**src/rtl/median_win_pkg.sv**
```systemverilog
// Shared types and elaboration helpers for the median window store.
// Latency: n/a (package only).
// Backpressure: n/a.
package median_win_pkg;

  typedef enum logic [1:0] {
    IDLE  = 2'd0,
    READ  = 2'd1,
    DRAIN = 2'd2
  } state_t;

  // Ceiling log2, evaluated at elaboration for port and counter widths.
  function automatic int clog2(input int value);
    int r;
    r = 0;
    while ((1 << r) < value) r = r + 1;
    return r;
  endfunction

  // A window must never reach the addresses the writer can touch while the
  // window is being read out; the margin covers the read pipeline depth.
  function automatic bit win_max_ok(input int win_max, input int aw);
    return win_max <= ((1 << aw) / 2 - 4);
  endfunction

endpackage

```
**src/rtl/median_win_sdp.sv**
```systemverilog
// Generic inferred simple dual-port RAM, read-first, optional output register.
// Latency: read data 1 + OUTPUT_REG cycles after raddr/re.
// Backpressure: none; one write and one read per cycle.
//   clk          : single clock, rising edge
//   we/waddr/wdata : write port
//   re/raddr     : read port request
//   rdata        : read data (not reset)
module median_win_sdp #(
  parameter int DW         = 16,
  parameter int AW         = 7,
  parameter int OUTPUT_REG = 0
) (
  input  logic          clk,
  input  logic          we,
  input  logic [AW-1:0] waddr,
  input  logic [DW-1:0] wdata,
  input  logic          re,
  input  logic [AW-1:0] raddr,
  output logic [DW-1:0] rdata
);

  logic [DW-1:0] mem [2**AW];
  logic [DW-1:0] q;

  // Non-blocking read of mem gives the pre-write value on an address clash.
  always_ff @(posedge clk) begin
    if (we) mem[waddr] <= wdata;
    if (re) q <= mem[raddr];
  end

  generate
    if (OUTPUT_REG != 0) begin : g_oreg
      logic [DW-1:0] q2;
      always_ff @(posedge clk) q2 <= q;
      assign rdata = q2;
    end else begin : g_noreg
      assign rdata = q;
    end
  endgenerate

endmodule

```
**src/rtl/median_win_ram.sv**
```systemverilog
// Per-channel circular sample store; streams the newest N samples of one channel.
// Latency: first beat RL+1 cycles after acceptance (RL = 1 + OUTPUT_REG), then one beat per cycle.
// Backpressure: writes never stall; win_ready low while a window is in flight, no output backpressure.
//   in_valid/in_ch/in_data     : sample write, one per cycle
//   win_req/win_ch/win_len     : window request, accepted on win_req && win_ready
//   out_valid/out_data/out_last: window beats, newest first
//   out_err                    : one-cycle pulse when the effective window length is 0
module median_win_ram
  import median_win_pkg::*;
#(
  parameter int DW         = 16,
  parameter int AW         = 6,
  parameter int CH         = 2,
  parameter int WIN_MAX    = 9,
  parameter int OUTPUT_REG = 0,
  localparam int CW        = (clog2(CH) < 1) ? 1 : clog2(CH),
  localparam int LW        = clog2(WIN_MAX + 1)
) (
  input  logic          clk,
  input  logic          rst,
  input  logic          in_valid,
  input  logic [CW-1:0] in_ch,
  input  logic [DW-1:0] in_data,
  input  logic          win_req,
  input  logic [CW-1:0] win_ch,
  input  logic [LW-1:0] win_len,
  output logic          win_ready,
  output logic          out_valid,
  output logic [DW-1:0] out_data,
  output logic          out_last,
  output logic          out_err
);

  localparam int DEPTH = 1 << AW;
  localparam int RL    = 1 + OUTPUT_REG;
  localparam int RA    = CW + AW;
  localparam logic [CW:0] CH_L = (CW + 1)'(CH);
  localparam logic [AW:0] FULL = (AW + 1)'(DEPTH);
  localparam logic [AW:0] WMAX = (AW + 1)'(WIN_MAX);

  generate
    if (!win_max_ok(WIN_MAX, AW)) begin : g_cfg_bad
      $error("median_win_ram: WIN_MAX too large for DEPTH");
    end
  endgenerate

  // ---------------- write side ----------------
  logic [AW-1:0] wr_ptr [CH];
  logic [AW:0]   fill   [CH];
  logic          wr_en;
  logic [RA-1:0] wr_addr;

  assign wr_en   = in_valid && ({1'b0, in_ch} < CH_L);
  assign wr_addr = {in_ch, wr_ptr[in_ch]};

  always_ff @(posedge clk or posedge rst) begin
    if (rst) begin
      for (int i = 0; i < CH; i++) begin
        wr_ptr[i] <= '0;
        fill[i]   <= '0;
      end
    end else if (wr_en) begin
      wr_ptr[in_ch] <= wr_ptr[in_ch] + AW'(1);
      if (fill[in_ch] != FULL) fill[in_ch] <= fill[in_ch] + (AW + 1)'(1);
    end
  end

  // ---------------- request snapshot ----------------
  // Sampled from the registered pointer/fill, so a same-cycle write to the
  // requested channel is excluded from the window.
  logic          ch_ok;
  logic [AW-1:0] snap_ptr;
  logic [AW:0]   snap_fill;
  logic [AW:0]   n_full;
  logic [LW-1:0] n_eff;

  always_comb begin
    ch_ok     = ({1'b0, win_ch} < CH_L);
    snap_ptr  = '0;
    snap_fill = '0;
    if (ch_ok) begin
      snap_ptr  = wr_ptr[win_ch];
      snap_fill = fill[win_ch];
    end
    n_full = (AW + 1)'(win_len);
    if (snap_fill < n_full) n_full = snap_fill;
    if (WMAX < n_full)      n_full = WMAX;
    n_eff = LW'(n_full);
  end

  // ---------------- read FSM ----------------
  state_t        state;
  logic [AW-1:0] rd_ptr;
  logic [CW-1:0] rd_ch;
  logic [LW-1:0] rem;
  logic          rd_en;
  logic          rd_last;
  logic [RL-1:0] vld_pipe;
  logic [RL-1:0] last_pipe;

  assign rd_en   = (state == READ);
  assign rd_last = rd_en && (rem == LW'(1));

  always_ff @(posedge clk or posedge rst) begin
    if (rst) begin
      state     <= IDLE;
      win_ready <= 1'b1;
      out_err   <= 1'b0;
      rd_ptr    <= '0;
      rd_ch     <= '0;
      rem       <= '0;
    end else begin
      out_err <= 1'b0;
      case (state)
        IDLE: begin
          if (win_req) begin
            if (n_eff == '0) begin
              out_err <= 1'b1;
            end else begin
              state     <= READ;
              win_ready <= 1'b0;
              rd_ptr    <= snap_ptr - AW'(1);
              rd_ch     <= win_ch;
              rem       <= n_eff;
            end
          end
        end
        READ: begin
          rd_ptr <= rd_ptr - AW'(1);
          rem    <= rem - LW'(1);
          if (rem == LW'(1)) state <= DRAIN;
        end
        DRAIN: begin
          // Leave once the final beat is on the output this cycle.
          if (last_pipe[RL-1]) begin
            state     <= IDLE;
            win_ready <= 1'b1;
          end
        end
        default: begin
          state     <= IDLE;
          win_ready <= 1'b1;
        end
      endcase
    end
  end

  // valid/last travel alongside the RAM read latency.
  always_ff @(posedge clk or posedge rst) begin
    if (rst) begin
      vld_pipe  <= '0;
      last_pipe <= '0;
    end else begin
      vld_pipe[0]  <= rd_en;
      last_pipe[0] <= rd_last;
      for (int i = 1; i < RL; i++) begin
        vld_pipe[i]  <= vld_pipe[i-1];
        last_pipe[i] <= last_pipe[i-1];
      end
    end
  end

  // ---------------- storage ----------------
  logic [DW-1:0] ram_q;

  median_win_sdp #(
    .DW        (DW),
    .AW        (RA),
    .OUTPUT_REG(OUTPUT_REG)
  ) u_ram (
    .clk  (clk),
    .we   (wr_en),
    .waddr(wr_addr),
    .wdata(in_data),
    .re   (rd_en),
    .raddr({rd_ch, rd_ptr}),
    .rdata(ram_q)
  );

  assign out_valid = vld_pipe[RL-1];
  assign out_last  = last_pipe[RL-1];
  // RAM data is not reset; gating keeps out_data at 0 outside a beat.
  assign out_data  = out_valid ? ram_q : '0;

endmodule
```
**config.mk**
```make
export PLATFORM = sky130hd
export DESIGN_NAME = median_win_ram
export DESIGN_NICKNAME = d
export VERILOG_FILES = /design/src/rtl/median_win_pkg.sv /design/src/rtl/median_win_sdp.sv /design/src/rtl/median_win_ram.sv
export SDC_FILE = /design/constraint.sdc
export NUM_CORES = 2
export LEC_CHECK = 0
export CORE_MARGIN = 2
export CORE_UTILIZATION = 63
export DETAILED_ROUTE_END_ITERATION = 12
export HOLD_SLACK_MARGIN = 0.06
export PLACE_DENSITY = 0.79
export SETUP_SLACK_MARGIN = 0.4
export SLEW_MARGIN = 30
export SYNTH_ARGS = -nofsm -noshare
export SYNTH_HDL_FRONTEND = slang
export SYNTH_HIERARCHICAL = 1
export SYNTH_SLANG_ARGS = --single-unit
```
**constraint.sdc**
```tcl
create_clock -name clk -period 5.8 [get_ports clk]
set_input_delay 1.16 -clock clk [delete_from_list [all_inputs] [get_ports clk]]
set_output_delay 1.16 -clock clk [all_outputs]
set_load 0.02 [all_outputs]
```
Word-level counts from Yosys, hierarchy flattened
Memory sizes are Yosys's and may differ from the RTL's. A register that Yosys moved wholly into a read port is not among the register bits.
Index checks and enable logic that the tools add are counted.
{ "classes": {"n_eq_ne": 8, "add_sub_neg": 5, "n_reduce_logical": 10, "mux": 41, "magnitude_cmp": 5, "n_bitwise": 4} }
{ "op_table": {"columns": ["operator", "n"], "rows": [
  ["$mux 7", 8],
  ["$mux 6", 9],
  ["$mux 16", 1],
  ["$bwmux 14", 1],
  ["$bwmux 12", 1],
  ["$mux 4", 3],
  ["$pmux 6 s2", 1],
  ["$sub 6x1->6 const B", 2],
  ["$mux 1", 8],
  ["$mux 2", 4],
  ["$pmux 4 s2", 1],
  ["$reduce_and 4->1", 2],
  ["$add 7x1->7 const B", 1],
  ["$demux 7 s1", 1],
  ["$lt 4x7->1 const A", 1],
  ["$lt 7x4->1", 1],
  ["$ne 7x7->1 const B", 1],
  ["$add 6x1->6 const B", 1],
  ["$demux 6 s1", 1],
  ["$ne 2x2->1 const B", 3],
  ["$pmux 2 s3", 1],
  ["$reduce_and 3->1", 2],
  ["$eq 4x1->1 const B", 1],
  ["$ge 2x2->1 const B", 2],
  ["13 further kinds", 16]
]} }
{ "word_totals": {"in_bits": 26, "ramBits": 2048, "n_memories": 1, "out_inout_bits": 20, "reg_bits": 43} }
{ "mem_list": {"columns": ["memory", "words", "width", "read_ports", "rd_clocked_by_memory_dff", "write_ports", "line", "rtl"], "rows": [
  ["u_ram.mem", 128, 16, 1, 1, 1, "median_win_sdp.sv:22", "logic [DW-1:0] mem [2**AW];"]
]} }

Logic depth before layout (Yosys ltp)
{ "logic_depth": {"word_depth": 12, "mapped_depth": 9} }

Cells and area by module
Netlist, hierarchy kept.
{ "modules_own_cells": {"columns": ["mod", "area_per_inst_um2", "seq_area_each_um2", "cells_per_inst", "instances"], "rows": [
  ["median_win_sdp", 78683.0, 61979.4, 3086, 1],
  ["median_win_ram", 2835.2, 1077.3, 257, 1]
]} }

Worst setup path before layout
No wires, ideal clock.
{ "synth_timing": {"path_type": "input to register", "start": "in in_ch", "end": "mem u_ram.mem[98][0], enable pin", "required_time_ns": 5.391, "slack_ns": 1.740, "arrival_ns": 3.651, "setup_time_ns": 0.409, "cell_stages": 7, "path_cell_list": "buf_2 > buf_4 > mux2i_1 > inv_1 > nor2_1 > nand4_1 > nor3_1"} }
{ "synth_between": {"elab_chain_cells": 4} }
{ "synth_rtl": {"columns": ["item", "line", "rtl"], "rows": [
  ["start, declared", "median_win_ram.sv:22", "input logic [CW-1:0] in_ch,"],
  ["$not 1->2 (implied by the code)", "median_win_ram.sv:54", "assign wr_addr = {in_ch, wr_ptr[in_ch]};"],
  ["$mux 6 (implied by the code) (3 in a row)", "median_win_ram.sv:54", null],
  ["net wr_addr[3]", "median_win_ram.sv:51", "logic [RA-1:0] wr_addr;"],
  ["end, declared", "median_win_sdp.sv:22", null]
]} }
The timed path passes the listed nets, and every way through them passes these cells. The select of a mux whose other input is x is not followed.

Worst setup path in the final report
{ "layout_timing": {"start": "in in_ch", "end": "mem u_ram.mem[112][5], enable pin"} }
Same word-level chain as after synthesis.

==> run metrics <==
Core ar. 0.128 mm²; area of the multi-input gates 0.0177 mm²; min cycle time layout 4.24 ns; syn_nets 3378; Final Max Tran Viols 0; Hold Path Class reg2reg; skew final 0.0226 ns; Worst VDD drop 0.384 mV; Area Overhead vs Synth 12.4%; R2R depth 5; leakage power 28.7 nW; Chip Width 364 µm; commonest non-fill, non-tap cell in the layout edfxtp_1; Crit. End Element flip-flop; fin crit share between 70% and 80%; count of buffers from port buffering 45; CP startpoint kind input pin; Post-DRT Antenna Nets 0; Syn Area/Cell 24.4 µm²; xor-xnor portion of the synthesized cell area 0.215%; CP endpoint u_ram/mem[112][5]; Final Hold Fails 0; I/O pins between 40 and 50; Tot GR Track Use 34.4%; initial antenna violation count 26; Post-Synth Simple-Gate Area 1.44%; # setup viols final 0; post-synthesis mux area share 19.5%; first-pass iteration count of the detailed router 7; Final nets 3652; WP data arrival 4.73 ns; worst slack, placed 0.941 ns; r2r endpoint u_ram/rdata[0]; insertion delay to the later sink of the worst-skew pair 0.83 ns; post-route cell area 0.0916 mm²; Max Cap Viol 0; Root Buffer clkbuf_16; CP Max Fanout 16; GP Congestion ~0.94; R2R setup slack around 1.7 ns; Via density roughly 7.3; Finished Core Util 71.6%; Crit-path slowest cell nand3_1; Fmax achieved 236 MHz; CP Class in2reg; WP buf/inv 4; largest net degree at the start of global routing 94; Unique masters post-synth 63; Starting Density 63.7%; Post-synth ARST share 2.04%; H-Tree Depth 4; clock sinks 2107; RSZ-0062 raised after global routing false; chip height approximately 360 µm; outcome finished clean; Synth Cell Area 0.0815 mm²; largest family of logic cells by synthesized area multiplexers; Worst path max stage delay 0.75 ns; Clock Path Buffers 3; layout cells sized above 1 32.9%; Cells after Synth 3343; post-CTS setup buffer count 0; post-synthesis adder-cell area fraction less than 1%; reg2reg start rd_ptr[0]; Via Count 40600; # hold bufs at CTS 0; DR WL/cell 40.2 µm; DP Wirelength roughly 120000 µm; Slew @ Worst Pin 1.04 ns; Num CTS Buffers 197; commonest non-fill, non-tap cells in the layout edfxtp_1, mux4_2, clkbuf_16; DRC violation count after routing 0; vias in the first global route 40500; Hold WS 0.537 ns; CP Depth 8; relative slew slack 30.6%; die area 0.132 mm²; crit-path cells clkdlybuf4s50_1, buf_4, mux2i_1, inv_1, nor2b_1, nand3_1, nor2_1, buf_4; placed cell area 0.0852 mm²; final wirelength 222000 µm; post-CTS resize count 0; drt first-iter violations 7708; Crit path max-delay family simple AND/OR/NAND/NOR gates; TritonCTS clock tree yes; Req. time, crit path 6.30 ns; most frequent CP cell buf_4; Reg area around 0.063 mm²; number of synthesis warnings 6; setup TNS 0 ns; Fill cells 6685; Cell Pwr Density 488 mW/mm²; Worst-path clk slew 0.06 ns; first-pass GRT wire length 312000 µm; Post-synth EDFFs around 2100; grt ovf 0; compound-cell area share of the yosys netlist 0.394%; Final WS setup around 1.6 ns; Placement Rows 131; top_reg_cell synth edfxtp_1; Critical Path Start in_ch; Seq cells post-synth 2107; Seq/Total Area, Yosys 77.4%
-- metal layers --
layer  GRT usage, %  up-vias  routed length, µm
li1               -    14900                  -
met1           46.8    21200              72900
met2           53.2     3763             107000
met3           9.63      637              30600
met4           15.1       26              11500
met5          0.581        -                247
-- per-stage QoR --
stage          power (mW)  std cells
2_1_floorplan        26.2       3343
3_3_place_gp         30.9       5147
3_5_place_dp         31.2       5147
4_1_cts              44.4       5515
5_1_grt              45.4       5515
6_report             44.7       5524
-- worst reg2reg max path: cells and delay by family, from the launching register on --
family / cells / cell delay (ns)
mux: 4 / 2.26
flops: 1 / 0.93
buf+inv: 1 / 0.64
-- cell usage after synthesis, types with 11 or more instances --
master       n  area share [%]
and2_1      18            0.14
buf_1       28            0.13
buf_2       54            0.33
clkbuf_1    84            0.39
dfrtp_1     42             1.3
edfxtp_1  2064              76
inv_1       11           0.051
mux2_1      12            0.17
mux2_2      36            0.50
mux2i_1     13            0.16
mux4_2     672              19
nand2_1     22            0.10
nand3_1     24            0.15
nor2_1     132            0.61
nor3_1      12           0.074
xnor2_1     14            0.15
-- cells by family after synthesis --
logic type | count (synthesis)
flops | 2107
simple gates | 249
compound gates | 36
buf+inv | 183
xor+xnor | 20
fa+ha+maj | 9
mux | 739
-- worst min path at each step --
stage               slack (ns)  startpoint        end  depth (start not counted)
floorplan                 0.46   wr_ptr[2]  wr_ptr[2]                          1
global route              0.55    fill[13]   fill[13]                          1
finish                    0.54    fill[11]   fill[11]                          1
global placement          0.51    fill[11]   fill[11]                          1
CTS                       0.54    fill[13]   fill[13]                          1
detailed placement        0.53    fill[11]   fill[11]                          1
-- report_power, final --
part | switching [mW] | internal, mW | total (mW)
registers | 0.628 | 17.2 | 17.9
clock network | 5.68 | 7.37 | 13.1
logic | 7.70 | 6.07 | 13.8
total | 14.0 | 30.7 | 44.7
-- cell type report --
type,instances,share of cell area (%)
flip-flops and latches,2107,68.9
multi-input cells,1053,19.3
clock buffers,251,5.71
repair buffers,247,2.36
well taps,1729,2.36
clock inverters,117,1.30
inverters,11,0.0464
diodes,9,0.0246
-- flip-flops by register name (all words and copies together) (netlist names), 2 cells and up --
register	count
fill	14
rd_ptr	6
rem	4
state	2
u_ram/mem	2048
u_ram/rdata	16
wr_ptr	12
(Power assumes the default switching activity.)
